[src/rtl/vga_scaled_fb_gen.sv]
// vga_scaled_fb_gen
// VGA timing generator that integer-scales a double-buffered SRC_W x SRC_H
// framebuffer onto a configurable visible window.
//
// Stage 0 holds the raster counters and drives the synchronous read port.
// Stage 1 is the memory access. Stage 2 registers the colour. The sync and
// blank flags travel through two matching registers so that every video
// output describes the same raster position.
//
// The scaling uses sub-counters instead of dividers. src_x and src_y
// saturate one past the last source column and row. A set top bit then marks
// the pillarbox or letterbox area. That area is visible but reads nothing and
// shows colour 0.
//
// Buffer swaps can be requested at any time. A request is held pending and
// is applied only on the h=0, v=0 cycle, so one frame is always scanned from
// one buffer.
module vga_scaled_fb_gen #(
    parameter int H_SYNC           = 4,
    parameter int H_BACK           = 22,
    parameter int H_VISIBLE        = 128,
    parameter int H_FRONT          = 11,
    parameter int V_SYNC           = 5,
    parameter int V_BACK           = 100,
    parameter int V_VISIBLE        = 640,
    parameter int V_FRONT          = 45,
    parameter int SRC_W            = 64,
    parameter int SRC_H            = 32,
    parameter int SCALE_X          = 2,
    parameter int SCALE_Y          = 20,
    parameter int PIX_BITS         = 1,
    parameter int SYNC_ACTIVE_HIGH = 0
) (
    input  logic                                 pixel_clk_7_425mhz,
    input  logic                                 rst,
    input  logic                                 swap_req,
    input  logic [PIX_BITS-1:0]                  rd_data,
    output logic                                 rd_en,
    output logic [$clog2(SRC_H)+$clog2(SRC_W):0] rd_addr,
    output logic                                 buf_sel,
    output logic                                 swap_ack,
    output logic                                 frame_start,
    output logic [PIX_BITS-1:0]                  color,
    output logic                                 hsync,
    output logic                                 vsync,
    output logic                                 in_hblank,
    output logic                                 in_vblank
);

    // Raster geometry
    localparam int H_TOTAL = H_SYNC + H_BACK + H_VISIBLE + H_FRONT;
    localparam int V_TOTAL = V_SYNC + V_BACK + V_VISIBLE + V_FRONT;

    // Counter widths. The +1 lets the window end compare against H_TOTAL.
    localparam int HW  = $clog2(H_TOTAL + 1);
    localparam int VW  = $clog2(V_TOTAL + 1);
    localparam int XW  = $clog2(SRC_W);
    localparam int YW  = $clog2(SRC_H);
    localparam int SXW = (SCALE_X > 1) ? $clog2(SCALE_X) : 1;
    localparam int SYW = (SCALE_Y > 1) ? $clog2(SCALE_Y) : 1;

    // Sized compare constants
    localparam logic [HW-1:0]  H_LAST      = HW'(H_TOTAL - 1);
    localparam logic [VW-1:0]  V_LAST      = VW'(V_TOTAL - 1);
    localparam logic [HW-1:0]  H_SYNC_END  = HW'(H_SYNC);
    localparam logic [VW-1:0]  V_SYNC_END  = VW'(V_SYNC);
    localparam logic [HW-1:0]  H_VIS_START = HW'(H_SYNC + H_BACK);
    localparam logic [HW-1:0]  H_VIS_END   = HW'(H_SYNC + H_BACK + H_VISIBLE);
    localparam logic [VW-1:0]  V_VIS_START = VW'(V_SYNC + V_BACK);
    localparam logic [VW-1:0]  V_VIS_END   = VW'(V_SYNC + V_BACK + V_VISIBLE);
    localparam logic [SXW-1:0] SX_LAST     = SXW'(SCALE_X - 1);
    localparam logic [SYW-1:0] SY_LAST     = SYW'(SCALE_Y - 1);
    localparam logic [XW:0]    SRC_X_SAT   = (XW + 1)'(SRC_W);
    localparam logic [YW:0]    SRC_Y_SAT   = (YW + 1)'(SRC_H);

    // Sync levels
    localparam logic SYNC_ON  = (SYNC_ACTIVE_HIGH != 0);
    localparam logic SYNC_OFF = ~SYNC_ON;

    // Elaboration-time parameter sanity
    if (H_VISIBLE < SCALE_X || SCALE_X < 1) begin : g_bad_scale_x
        $error("vga_scaled_fb_gen: need 1 <= SCALE_X <= H_VISIBLE");
    end
    if (V_VISIBLE < SCALE_Y || SCALE_Y < 1) begin : g_bad_scale_y
        $error("vga_scaled_fb_gen: need 1 <= SCALE_Y <= V_VISIBLE");
    end
    if (SRC_W < 2 || (SRC_W & (SRC_W - 1)) != 0) begin : g_bad_src_w
        $error("vga_scaled_fb_gen: SRC_W must be a power of 2");
    end
    if (SRC_H < 2 || (SRC_H & (SRC_H - 1)) != 0) begin : g_bad_src_h
        $error("vga_scaled_fb_gen: SRC_H must be a power of 2");
    end
    if (H_SYNC + H_BACK + H_FRONT < 1) begin : g_no_hblank
        $error("vga_scaled_fb_gen: line needs at least one blank pixel");
    end

    // Side-band video flags that travel with each raster position
    typedef struct packed {
        logic hsync;
        logic vsync;
        logic hblank;
        logic vblank;
        logic fstart;
    } side_t;

    localparam side_t SIDE_RESET = '{
        hsync:  SYNC_OFF,
        vsync:  SYNC_OFF,
        hblank: 1'b1,
        vblank: 1'b1,
        fstart: 1'b0
    };

    // Stage-0 state
    logic [HW-1:0]  h;
    logic [VW-1:0]  v;
    logic [SXW-1:0] sx;
    logic [SYW-1:0] sy;
    logic [XW:0]    src_x;
    logic [YW:0]    src_y;
    logic           pending;

    // Stage-0 decode
    logic  h_vis;
    logic  v_vis;
    logic  line_end;
    logic  frame_end;
    logic  frame_first;
    logic  active;
    logic  do_swap;
    side_t side_s0;

    // Pipeline registers
    logic  active_d1;
    side_t side_d1;
    side_t side_d2;

    // Decode the current raster position and the buffer-swap condition
    // NOTE: every signal gets a default first, so no path through this block can infer a latch.
    always_comb begin
        h_vis          = (h >= H_VIS_START) && (h < H_VIS_END);
        v_vis          = (v >= V_VIS_START) && (v < V_VIS_END);
        line_end       = (h == H_LAST);
        frame_end      = line_end && (v == V_LAST);
        frame_first    = (h == '0) && (v == '0);
        // A saturated source coordinate has its top bit set. That marks a border.
        active         = h_vis && v_vis && !src_x[XW] && !src_y[YW];
        do_swap        = frame_first && (pending || swap_req);

        side_s0        = SIDE_RESET;
        side_s0.hsync  = (h < H_SYNC_END) ? SYNC_ON : SYNC_OFF;
        side_s0.vsync  = (v < V_SYNC_END) ? SYNC_ON : SYNC_OFF;
        side_s0.hblank = !h_vis;
        side_s0.vblank = !v_vis;
        side_s0.fstart = frame_first;
    end

    // Drive the memory read port and the swap acknowledge from stage-0 state
    always_comb begin
        rd_en    = active;
        rd_addr  = {buf_sel, src_y[YW-1:0], src_x[XW-1:0]};
        // Gate with reset: the counters sit at h=0, v=0 throughout reset.
        swap_ack = do_swap && !rst;
    end

    // Advance the horizontal and vertical raster counters
    // NOTE: non-blocking assignments make every register sample pre-edge values, whatever the statement order.
    always_ff @(posedge pixel_clk_7_425mhz or posedge rst) begin
        if (rst) begin
            h <= '0;
            v <= '0;
        end else if (line_end) begin
            h <= '0;
            v <= frame_end ? '0 : v + 1'b1;
        end else begin
            h <= h + 1'b1;
        end
    end

    // Horizontal scaler. It is held clear outside the visible window, so each line starts at 0.
    always_ff @(posedge pixel_clk_7_425mhz or posedge rst) begin
        if (rst) begin
            sx    <= '0;
            src_x <= '0;
        end else if (!h_vis) begin
            sx    <= '0;
            src_x <= '0;
        end else if (sx == SX_LAST) begin
            sx <= '0;
            if (src_x != SRC_X_SAT) begin
                src_x <= src_x + 1'b1;
            end
        end else begin
            sx <= sx + 1'b1;
        end
    end

    // Vertical scaler. It steps once per visible line and clears when the frame wraps to v=0.
    always_ff @(posedge pixel_clk_7_425mhz or posedge rst) begin
        if (rst) begin
            sy    <= '0;
            src_y <= '0;
        end else if (line_end) begin
            if (frame_end) begin
                sy    <= '0;
                src_y <= '0;
            end else if (v_vis) begin
                if (sy == SY_LAST) begin
                    sy <= '0;
                    if (src_y != SRC_Y_SAT) begin
                        src_y <= src_y + 1'b1;
                    end
                end else begin
                    sy <= sy + 1'b1;
                end
            end
        end
    end

    // Hold swap requests pending and toggle the scanned buffer only at frame start
    always_ff @(posedge pixel_clk_7_425mhz or posedge rst) begin
        if (rst) begin
            pending <= 1'b0;
            buf_sel <= 1'b0;
        end else if (do_swap) begin
            pending <= 1'b0;
            buf_sel <= ~buf_sel;
        end else if (swap_req) begin
            pending <= 1'b1;
        end
    end

    // Stage 1: carry the active flag and the side-band flags alongside the memory access
    always_ff @(posedge pixel_clk_7_425mhz or posedge rst) begin
        if (rst) begin
            active_d1 <= 1'b0;
            side_d1   <= SIDE_RESET;
        end else begin
            active_d1 <= active;
            side_d1   <= side_s0;
        end
    end

    // Stage 2: register the colour and the aligned side-band flags
    always_ff @(posedge pixel_clk_7_425mhz or posedge rst) begin
        if (rst) begin
            color   <= '0;
            side_d2 <= SIDE_RESET;
        end else begin
            color   <= active_d1 ? rd_data : '0;
            side_d2 <= side_d1;
        end
    end

    // Map the aligned side-band flags onto the video outputs
    always_comb begin
        hsync       = side_d2.hsync;
        vsync       = side_d2.vsync;
        in_hblank   = side_d2.hblank;
        in_vblank   = side_d2.vblank;
        frame_start = side_d2.fstart;
    end

endmodule

[config.mk]
export PLATFORM = sky130hd
export DESIGN_NAME = vga_scaled_fb_gen
export DESIGN_NICKNAME = d
export VERILOG_FILES = /design/src/rtl/vga_scaled_fb_gen.sv
export SDC_FILE = /design/constraint.sdc
export NUM_CORES = 1
export LEC_CHECK = 0
export ABC_AREA = 1
export BUFFER_PORTS_ARGS = -buffer_cell sky130_fd_sc_hd__buf_4
export CAP_MARGIN = 20
export CORE_MARGIN = 1
export CORE_UTILIZATION = 43
export CTS_CLUSTER_SIZE = 40
export DETAILED_ROUTE_END_ITERATION = 7
export HOLD_SLACK_MARGIN = 0.12
export SKIP_CTS_REPAIR_TIMING = 1
export SYNTH_ARGS = -nofsm -noshare
export SYNTH_HDL_FRONTEND = slang
export SYNTH_SLANG_ARGS = --single-unit
[constraint.sdc]
create_clock -name pixel_clk_7_425mhz -period 1.6 [get_ports pixel_clk_7_425mhz]
set_input_delay 0.16 -clock pixel_clk_7_425mhz [delete_from_list [all_inputs] [get_ports pixel_clk_7_425mhz]]
set_output_delay 0.16 -clock pixel_clk_7_425mhz [all_outputs]
set_load 0.005 [all_outputs]
Word-level counts from Yosys, hierarchy flattened. Index checks and enable logic that the tools add are counted.

Output and inout port bits: 21. Bits of input ports: 4. Bits in registers: 51.

Multiplexer cells: 19. Equality and inequality tests: 7. Bitwise logic cells: 1. Reduce and logical (&&, ||, !) cells: 24. Add/sub/neg operators: 6. Magnitude comparators: 6.

Operator list (number): 2-to-1 mux 6 bit (4); 2-to-1 mux 7 bit (3); 2-to-1 mux 5 bit (3); adder 10 x 1 -> 10 bit, second input constant (1); equality test 10 bit, second input constant (1); greater-or-equal comparator 10 x 7 -> 1 bit, second input constant (1); logical NOT 10 bit (1); < comparator 10 bit, second input constant (1); < comparator 10 x 3 -> 1 bit, second input constant (1); 2-to-1 mux 10 bit (1); logical AND 1 bit (9); adder 8 x 1 -> 8 bit, second input constant (1); equality test 8 bit, second input constant (1); greater-or-equal comparator 8 x 5 -> 1 bit, second input constant (1); logical NOT 8 bit (1); < comparator 8 x 3 -> 1 bit, second input constant (1); < comparator 8 bit, second input constant (1); 2-to-1 mux 8 bit (1); nonzero test 2 bit (4); adder 7 x 1 -> 7 bit, second input constant (1); 2-to-1 mux 1 bit (7); inequality test 7 bit, second input constant (1); adder 6 x 1 -> 6 bit, second input constant (1); inequality test 6 bit, second input constant (1); other kinds (10) (15).

Logic depth before layout (Yosys ltp). Gate-level depths: netlist of the first run.

Word-level depth: 5. Depth in mapped cells: 13. Gate-level depth less buffers: 13.

Worst setup path before layout of the first run. No wires, ideal clock.

Path type: flip-flop to flip-flop. Start point: register h[1]. End point: register sy[3]. Path buffers: 0. Clock period less this slack: 1.624 ns. Arrival: 1.503 ns. Path slack: -0.024 ns. Stages on the path, launching flop included: 9. Cell sequence: dfrtp_1 inv_1 ha_1 nand3_4 nor2_8 inv_1 nor2_4 or2_2 o21ai_1.

Cells in the longest elaborated chain, start to end: 4. Elaborated cells between the ends (all ways): 5.

RTL lines: start: declaration (line 115) `logic [HW-1:0] h;`; start signal: assignment (line 176) `h <= h + 1'b1;`; equality test 8 bit (*) (line 143) `line_end = (h == H_LAST);`; logical AND 1 bit (line 144) `frame_end = line_end && (v == V_LAST);`; nonzero test 2 bit (no source line); AND reduction 2 bit (no source line); end signal: assignment (line 214) `sy <= sy + 1'b1;`; end: declaration (line 118) `logic [SYW-1:0] sy;`.

Every way passes the cells marked *; elsewhere a longest branch is shown, timed or not. A chain may end at the register's enable or synchronous reset.

Worst setup path in the final report of the first run.
Start point: register v[1]. End point: output port rd_en.

Cells in the longest elaborated chain, start to end: 5. Elaborated cells between the ends (all ways): 6.

RTL lines: start: declaration (line 116) `logic [VW-1:0] v;`; start signal: assignment (line 174) `v <= frame_end ? '0 : v + 1'b1;`; greater-or-equal comparator 10 x 7 -> 1 bit / < comparator 10 bit (equally long branches) (line 142) `v_vis = (v >= V_VIS_START) && (v < V_VIS_END);`; logical AND 1 bit (*) (line 142); logical AND 1 bit (*) (3 in a row) (line 147) `active = h_vis && v_vis && !src_x[XW] && !src_y[YW];`; end: declaration (line 38) `output logic rd_en,`.

Marked as above.

==> results of run 1 <==
==> metal layers <==
| metal | track usage (%) | vias up |
|---|---|---|
| met2 | 29.5 | 38 |
| met3 | 2.75 | 8 |
| met5 | 0 | - |
| li1 | - | 1265 |
| met4 | 5.55 | 0 |
| met1 | 24.2 | 1165 |
==> synthesized netlist by cell type <==
master    count
xor2_1        8
xnor2_1       4
clkinv_1      1
buf_4        13
nor3b_1       1
nand3_4       3
nand3b_1      1
ha_1         11
dfrtp_1      43
nand3_1      24
a31oi_1       2
and3_1        1
nor3_1       12
nand2_1      75
dfstp_2       8
nor3_2        3
inv_2         4
buf_2         2
nand2_2       1
nor2_8        1
nor2_1       40
nor2_4        4
or2_2         3
nor4_1        1
o21ai_0      17
inv_1        45
o21ai_1       6
o21ai_4       1
nor2_2        1
a21oi_1       7
nand2_4       3
nand4_1      12
==> worst max-delay path: stages, from the launching register on <==
cell and delay [ns]:
dfrtp_1 0.40, inv_2 0.10, ha_4 0.14, inv_2 0.03, nand2_2 0.06, nand3_2 0.06, nand2_1 0.06, nand2_1 0.06
nand2_2 0.08, nand2_4 0.07, nor4_4 0.21, buf_4 0.16, buf_6 0.08
==> logic make-up after synthesis <==
| logic type | count (synthesis) |
|---|---|
| AND/OR/NAND/NOR | 186 |
| XOR/XNOR | 12 |
| buffers and inverters | 65 |
| flip-flops | 51 |
| AO/OA/AOI/OAI | 33 |
| adder cells (fa/ha/maj) | 11 |
==> stage by stage <==
stage / setup WS [ns] / setup TNS, ns / cells
3_3_place_gp: -0.116 / -0.132 / 480
3_5_place_dp: -0.132 / -0.478 / 480
4_1_cts: -0.504 / -1.55 / 488
6_report: -0.360 / -1.00 / 502
5_1_grt: -0.451 / -2.46 / 502
2_1_floorplan: 0.00249 / 0 / 358
==> worst min path at each step <==
stage          startpoint                    to
6_report         swap_req   pending$_DFFE_PP0P_
4_1_cts               rst  src_x[1]$_DFFE_PP0P_
5_1_grt          swap_req   pending$_DFFE_PP0P_
3_5_place_dp          rst   buf_sel$_DFFE_PP0P_
2_1_floorplan     rd_data       color$_DFF_PP0_
3_3_place_gp          rst   buf_sel$_DFFE_PP0P_
==> flip-flops by register name, summed over array words and instances, names as in the netlist <==
name,count
color,1
pending,1
side_d1,5
active_d1,1
hsync,1
src_x,7
buf_sel,1
vsync,1
src_y,6
in_hblank,1
in_vblank,1
sx,1
sy,5
v,10
frame_start,1
h,8
==> area by class of cell <==
type	count	area share, %
inverter	50	4.87
timing repair buffer	72	15.1
sequential	51	33.4
clock buffer	5	1.78
tap	77	2.50
clock inverter	3	0.616
multi-input combinational	244	41.6
==> power by group <==
| part | internal, mW | switching (mW) | total (mW) | leakage (nW) |
|---|---|---|---|---|
| clock | 0.314 | 0.446 | 0.760 | 0.0408 |
| sequential | 1.29 | 0.00169 | 1.29 | 0.637 |
| combinational | 0.0175 | 0.0298 | 0.0474 | 1.27 |
| total | 1.62 | 0.478 | 2.10 | 1.94 |
==> out/results.ini, run 1 <==
[clock_network]
clock_path_buffers = 2
cts_tree = built
path_clk_slew_ns = 0.10
cts_buffers = 5
worstSkewPairLatency_ns = 0.30
cts_root_buffer = clkbuf_8
clock-sinks = 51
cts_max_level = 2

[placed_design]
io_buffers = 24
hpwlAfterDp_um = 4320
routabilityCongestion = 0.868
post_dp_cell_area_um2 = 3380

[run_status]
status = finished with violations
violations = DRC, setup timing

[cells_and_area]
area_growth_pct = 31.6
nNetsFinal = 439
antenna_cells = 0
final_cell_area_um2 = 3860
final_common_cell = buf_4
fillCellCount = 583
utilization_pct = 59.7
mostFrequentLayoutCells = buf_4 (62), nand2_1 (58), dfrtp_1 (40), inv_1 (38), nor2_1 (34)
multi_input_area_um2 = 1610
regArea_um2 = 1290
drive_gt1_share_pct = 37.9

[detailed_routing]
firstDrtPassIters = 8
wl_per_cell_um = 12.2
highest_layer = met4
viasPerCell = 4.93
met3_length_um = 175
drc_errors = 2
drt-initial-drc-count = 51
vias = 2476
drt-met1-wl_um = 2830
wl_um = 6120
route.met2.wl_um = 3050
drtAntennaViolNets = 0

[hold_path]
worstHoldPathType = in2reg
hold-path-cell-count = 4

[grt]
antenna_found_initial = 0
grt_max_degree = 35
overflow = 0
grt_pass1_vias = 2278
grt_usage_pct = 17.8
grt_pass1_wl_um = 10300

[synthesis]
syn-cell-area_um2 = 2930
ys_ff_latch = 51
syn_avg_cell_area_um2 = 8.19
synth_top_area_share_pct = 36.7
seq_area_frac_synth_pct = 43.9
yosysTopAreaCell = dfrtp_1
synth-warning-count = 0
synthXorXnorAreaFrac_pct = 3.59
ys_types = 32
muxShareOfSynthArea_pct = 0
synth_compound_area_share_pct = 6.11
syn_inst = 358
synth_top_family_by_area = simple AND/OR/NAND/NOR gates
synth-adder-area-share_pct = 4.70
mappedNetlistNets = 373
synth_area_leaders = dfrtp_1 (37%), nand2_1 (9.6%), dfstp_2 (7.2%)
synthSimpleGateAreaFrac_pct = 31.6

[die]
dieArea_um2 = 7150
start_util_pct = 45.4
die_h_um = 84.6
fp-row-count = 29
coreArea_um2 = 6460
pin_count = 25
fp.dieW_um = 84.6

[setup_path]
crit_required_ns = 1.44
cp_max_fo = 3
r2r-start = v[1]$_DFFE_PP0N_
worstReg2RegEnd = src_y[5]$_DFFE_PP0P_
start_kind = flip-flop
startpoint = v[1]$_DFFE_PP0N_
reg2reg_slack_ns = -0.07
crit_end = rd_en
critPathArrivalTime_ns = 1.80
cp-end-kind = output port
reg2reg_depth = 10
path_class = reg2out

[sta]
fin_crit_sh_pct = 123
period_needed_ns = 1.96
hold_viol = 0
tightest_slew_ns = 0.390
slew_headroom_pct = 74.0
max_freq_ghz = 0.510
rsz0062_at_grt = yes
fin_skew_ns = 0.00381
hold_ws_ns = 0.211
worst_slack_ns = -0.360
setup_viol = 9
slew_viol_final = 0

[pwr]
vdd_drop_max_mv = 0.447
p_per_area_nw_per_um2 = 544
leakagePower_nw = 1.94
total_power_mw = 2.10

[job]
drv_cap = 0

No activity file was read; power rests on OpenSTA's default activity.
==> inputs of run 2 (changes only) <==
--- a/config.mk
+++ b/config.mk
@@ -5,7 +5,7 @@
 export SDC_FILE = /design/constraint.sdc
 export NUM_CORES = 1
 export LEC_CHECK = 0
-export ABC_AREA = 1
+export ABC_AREA = 0
 export BUFFER_PORTS_ARGS = -buffer_cell sky130_fd_sc_hd__buf_4
 export CAP_MARGIN = 20
 export CORE_MARGIN = 1
==> out/results.ini, run 2 <==
[clock_network]
clock-sinks = 51  ; unchanged
cts_root_buffer = clkbuf_8
clock_path_buffers = 2  ; unchanged
cts_buffers = 5  ; unchanged
cts_tree = built
worstSkewPairLatency_ns = 0.31  ; about the same
cts_max_level = 2  ; unchanged
path_clk_slew_ns = 0.09  ; about the same

[sta]
worst_slack_ns = -0.585  ; -0.225 ns
tns_ns = -7.10  ; -6.10 ns
rsz0062_at_grt = yes
hold_ws_ns = 0.355  ; +0.144 ns
hold_viol = 0  ; unchanged
slew_viol_final = 0  ; unchanged
fin_skew_ns = 0.0133  ; +0.00949 ns
slew_headroom_pct = 73.0  ; -0.94 points
tightest_slew_ns = 0.399  ; +0.00911 ns
setup_viol = 31  ; +22
max_freq_ghz = 0.458  ; -10%
fin_crit_sh_pct = 137  ; +14 points
period_needed_ns = 2.18  ; +0.225 ns

[synthesis]
synthArstFlopShare_pct = 100  ; unchanged
synth_area_leaders = dfrtp_1 (40%), dfstp_2 (7.8%), ha_1 (5.1%)
synth-warning-count = 0  ; unchanged
yosysMostFrequentCell = dfrtp_1
synth_ff_type = dfrtp_1
syn_inst = 267  ; -25%
mappedNetlistNets = 282  ; -24%
syn_avg_cell_area_um2 = 10.1  ; +23%
syn-cell-area_um2 = 2690  ; -8.3%
seq_area_frac_synth_pct = 47.9  ; +4.0 points
ys_ff_latch = 51  ; unchanged
yosysTopAreaCell = dfrtp_1
synth_edf_count = 0  ; unchanged
synth_top_area_share_pct = 40.1  ; +3.3 points
ys_types = 46  ; +44%
synthTopCellsByCount = dfrtp_1 (43), nor2_1 (29), inv_1 (17), nand2_1 (17)

[grt]
busiest_layer = met2
overflow = 0  ; unchanged
grt_max_degree = 52  ; +49%
grt_pass1_vias = 2065  ; -9.4%
globalRouteMet2Util_pct = 31.2  ; +1.7 points
grt_usage_pct = 18.7  ; +0.85 points
grt_pass1_wl_um = 9340  ; -8.9%
grt_use_met1_pct = 24.2  ; +0.074 points
antenna_found_initial = 0  ; unchanged
met3_usage_pct = 3.48  ; +0.73 points

[detailed_routing]
wl_um = 5930  ; -3.1%
drtAntennaViolNets = 0  ; unchanged
firstDrtPassIters = 4  ; -4
wl_per_cell_um = 13.9  ; +14%
drt-initial-drc-count = 54  ; +5.9%
drc_errors = 0  ; -2
vias = 2153  ; -13%
viasPerCell = 5.05  ; +2.5%

[setup_path]
path_class = reg2out
r2r-start = v[1]$_DFFE_PP0N_
crit_required_ns = 1.44  ; about the same
critPathArrivalTime_ns = 2.02  ; +0.22 ns
cp_max_fo = 2  ; -1
cp-end-kind = output port
startpoint = v[3]$_DFFE_PP0N_
start_kind = flip-flop

[cells_and_area]
nNetsFinal = 365  ; -17%
drive_gt1_share_pct = 45.6  ; +7.7 points
fillCellCount = 518  ; -11%
final_common_cell = buf_4
largest_reg_flops = 10  ; unchanged
reg.largest.list = v x10, h x8, src_x x7
top_register = v
utilization_pct = 63.8  ; +4.0 points
area_growth_pct = 42.2
antenna_cells = 0  ; unchanged
mostFrequentLayoutCells = buf_4 (80), dfrtp_1 (42), nor2_1 (25), nand2_1 (17), inv_1 (13)

[pwr]
p_per_area_nw_per_um2 = 560  ; +3.0%
power_frac_clock_pct = 37.4  ; +1.2 points
p_int_mw = 1.63  ; +0.79%
p_switching_mw = 0.507  ; +6.0%
combPwrFrac_pct = 2.3  ; about the same
swShare_pct = 23.7  ; +0.89 points
leakagePower_nw = 1.71  ; -12%
vdd_drop_max_mv = 0.470  ; +5.2%
seq_power_share_pct = 60.3  ; -1.2 points

[die]
die_h_um = 81.0  ; -4.2%
fp-row-count = 28  ; -3.4%
coreArea_um2 = 5990  ; -7.2%
start_util_pct = 44.8  ; -0.53 points
pin_count = 25  ; unchanged
dieArea_um2 = 6570  ; -8.1%
fp.dieW_um = 81.0  ; -4.2%

[placed_design]
hpwlAfterDp_um = 4030  ; -6.7%
preCtsSetupSlack_ns = -0.420  ; -0.288 ns
io_buffers = 24  ; unchanged
routabilityCongestion = 0.836  ; -3.7%

[hold_path]
worst_hold_startpoint = side_d1[0]$_DFF_PP0_
worstHoldPathType = reg2reg

[job]
drv_cap = 0  ; unchanged

[run_status]
status = finished with violations
violations = setup timing

run 2: cell types whose count changed after synthesis, moves of 7 or more:
cell and change:
inv_1 -28, nor2_1 -11, nor3_1 -9, nand2_1 -58, o21ai_0 -8, nand3_1 -12, xnor2_1 +7
run 2: power by group through the flow:
stage	sequential (mW)	combinational [mW]	clock (mW)
floorplan	1.32	0.0217	0
global placement	1.32	0.0448	0
detailed placement	1.32	0.0450	0
CTS	1.29	0.0448	0.827
global route	1.29	0.0553	0.882
finish	1.29	0.0482	0.801
run 2: path summary, 6_finish.rpt:
path | end | slack [ns] | cells past startpoint
max | swap_ack | -0.58 | 6
min | frame_start$_DFF_PP0_ | 0.35 | 0
max reg2reg | sy[0]$_DFFE_PP0P_ | -0.41 | 9
min reg2reg | frame_start$_DFF_PP0_ | 0.35 | 0
max in group asynchronous | vsync$_DFF_PP1_ | 0.86 | 4
min in group asynchronous | src_x[4]$_DFFE_PP0P_ | 0.45 | 4
run 2: final cells by class:
cell class,instances,area [um^2],area share (%)
multi-input combinational,179,1490,38.9
sequential,51,1290,33.7
timing repair buffer,96,790,20.7
tap,75,93.8,2.46
clock buffer,5,68.8,1.80
inverter,17,63.8,1.67
clock inverter,3,28.8,0.753
run 2: critical path, cell delays in order, from the launching register on:
cell	delay, ns
dfrtp_1	0.40
or4_4	0.56
nor4_4	0.17
nor4b_4	0.28
o21ai_2	0.10
nor2_1	0.10
buf_4	0.12
run 2: cells by family (layout without fill, tap and decap cells):
group           Yosys count  in the layout  share of synthesized area, %
simple gates            108            108                          23.0
flops                    51             51                          47.9
buf+inv                  37            121                          7.73
compound gates           36             36                          8.29
xor+xnor                 21             21                          6.85
fa+ha+maj                11             11                          5.12
mux                       3              3                          1.12
run 2: routing by layer:
metal  share of wire (%)  vias to the layer above
met4                 1.6                        0
met5                   0                        -
met3                 2.1                        9
met2                  50                       22
li1                    -                     1073
met1                  46                     1049
run 2: per-stage QoR:
stage | instance area (um^2) | power (mW) | instances
after floorplan | 2780 | 1.34 | 267
after global placement | 3360 | 1.36 | 407
after detailed placement | 3360 | 1.36 | 407
after CTS | 3460 | 2.16 | 415
after global routing | 3820 | 2.23 | 426
final | 3820 | 2.14 | 426
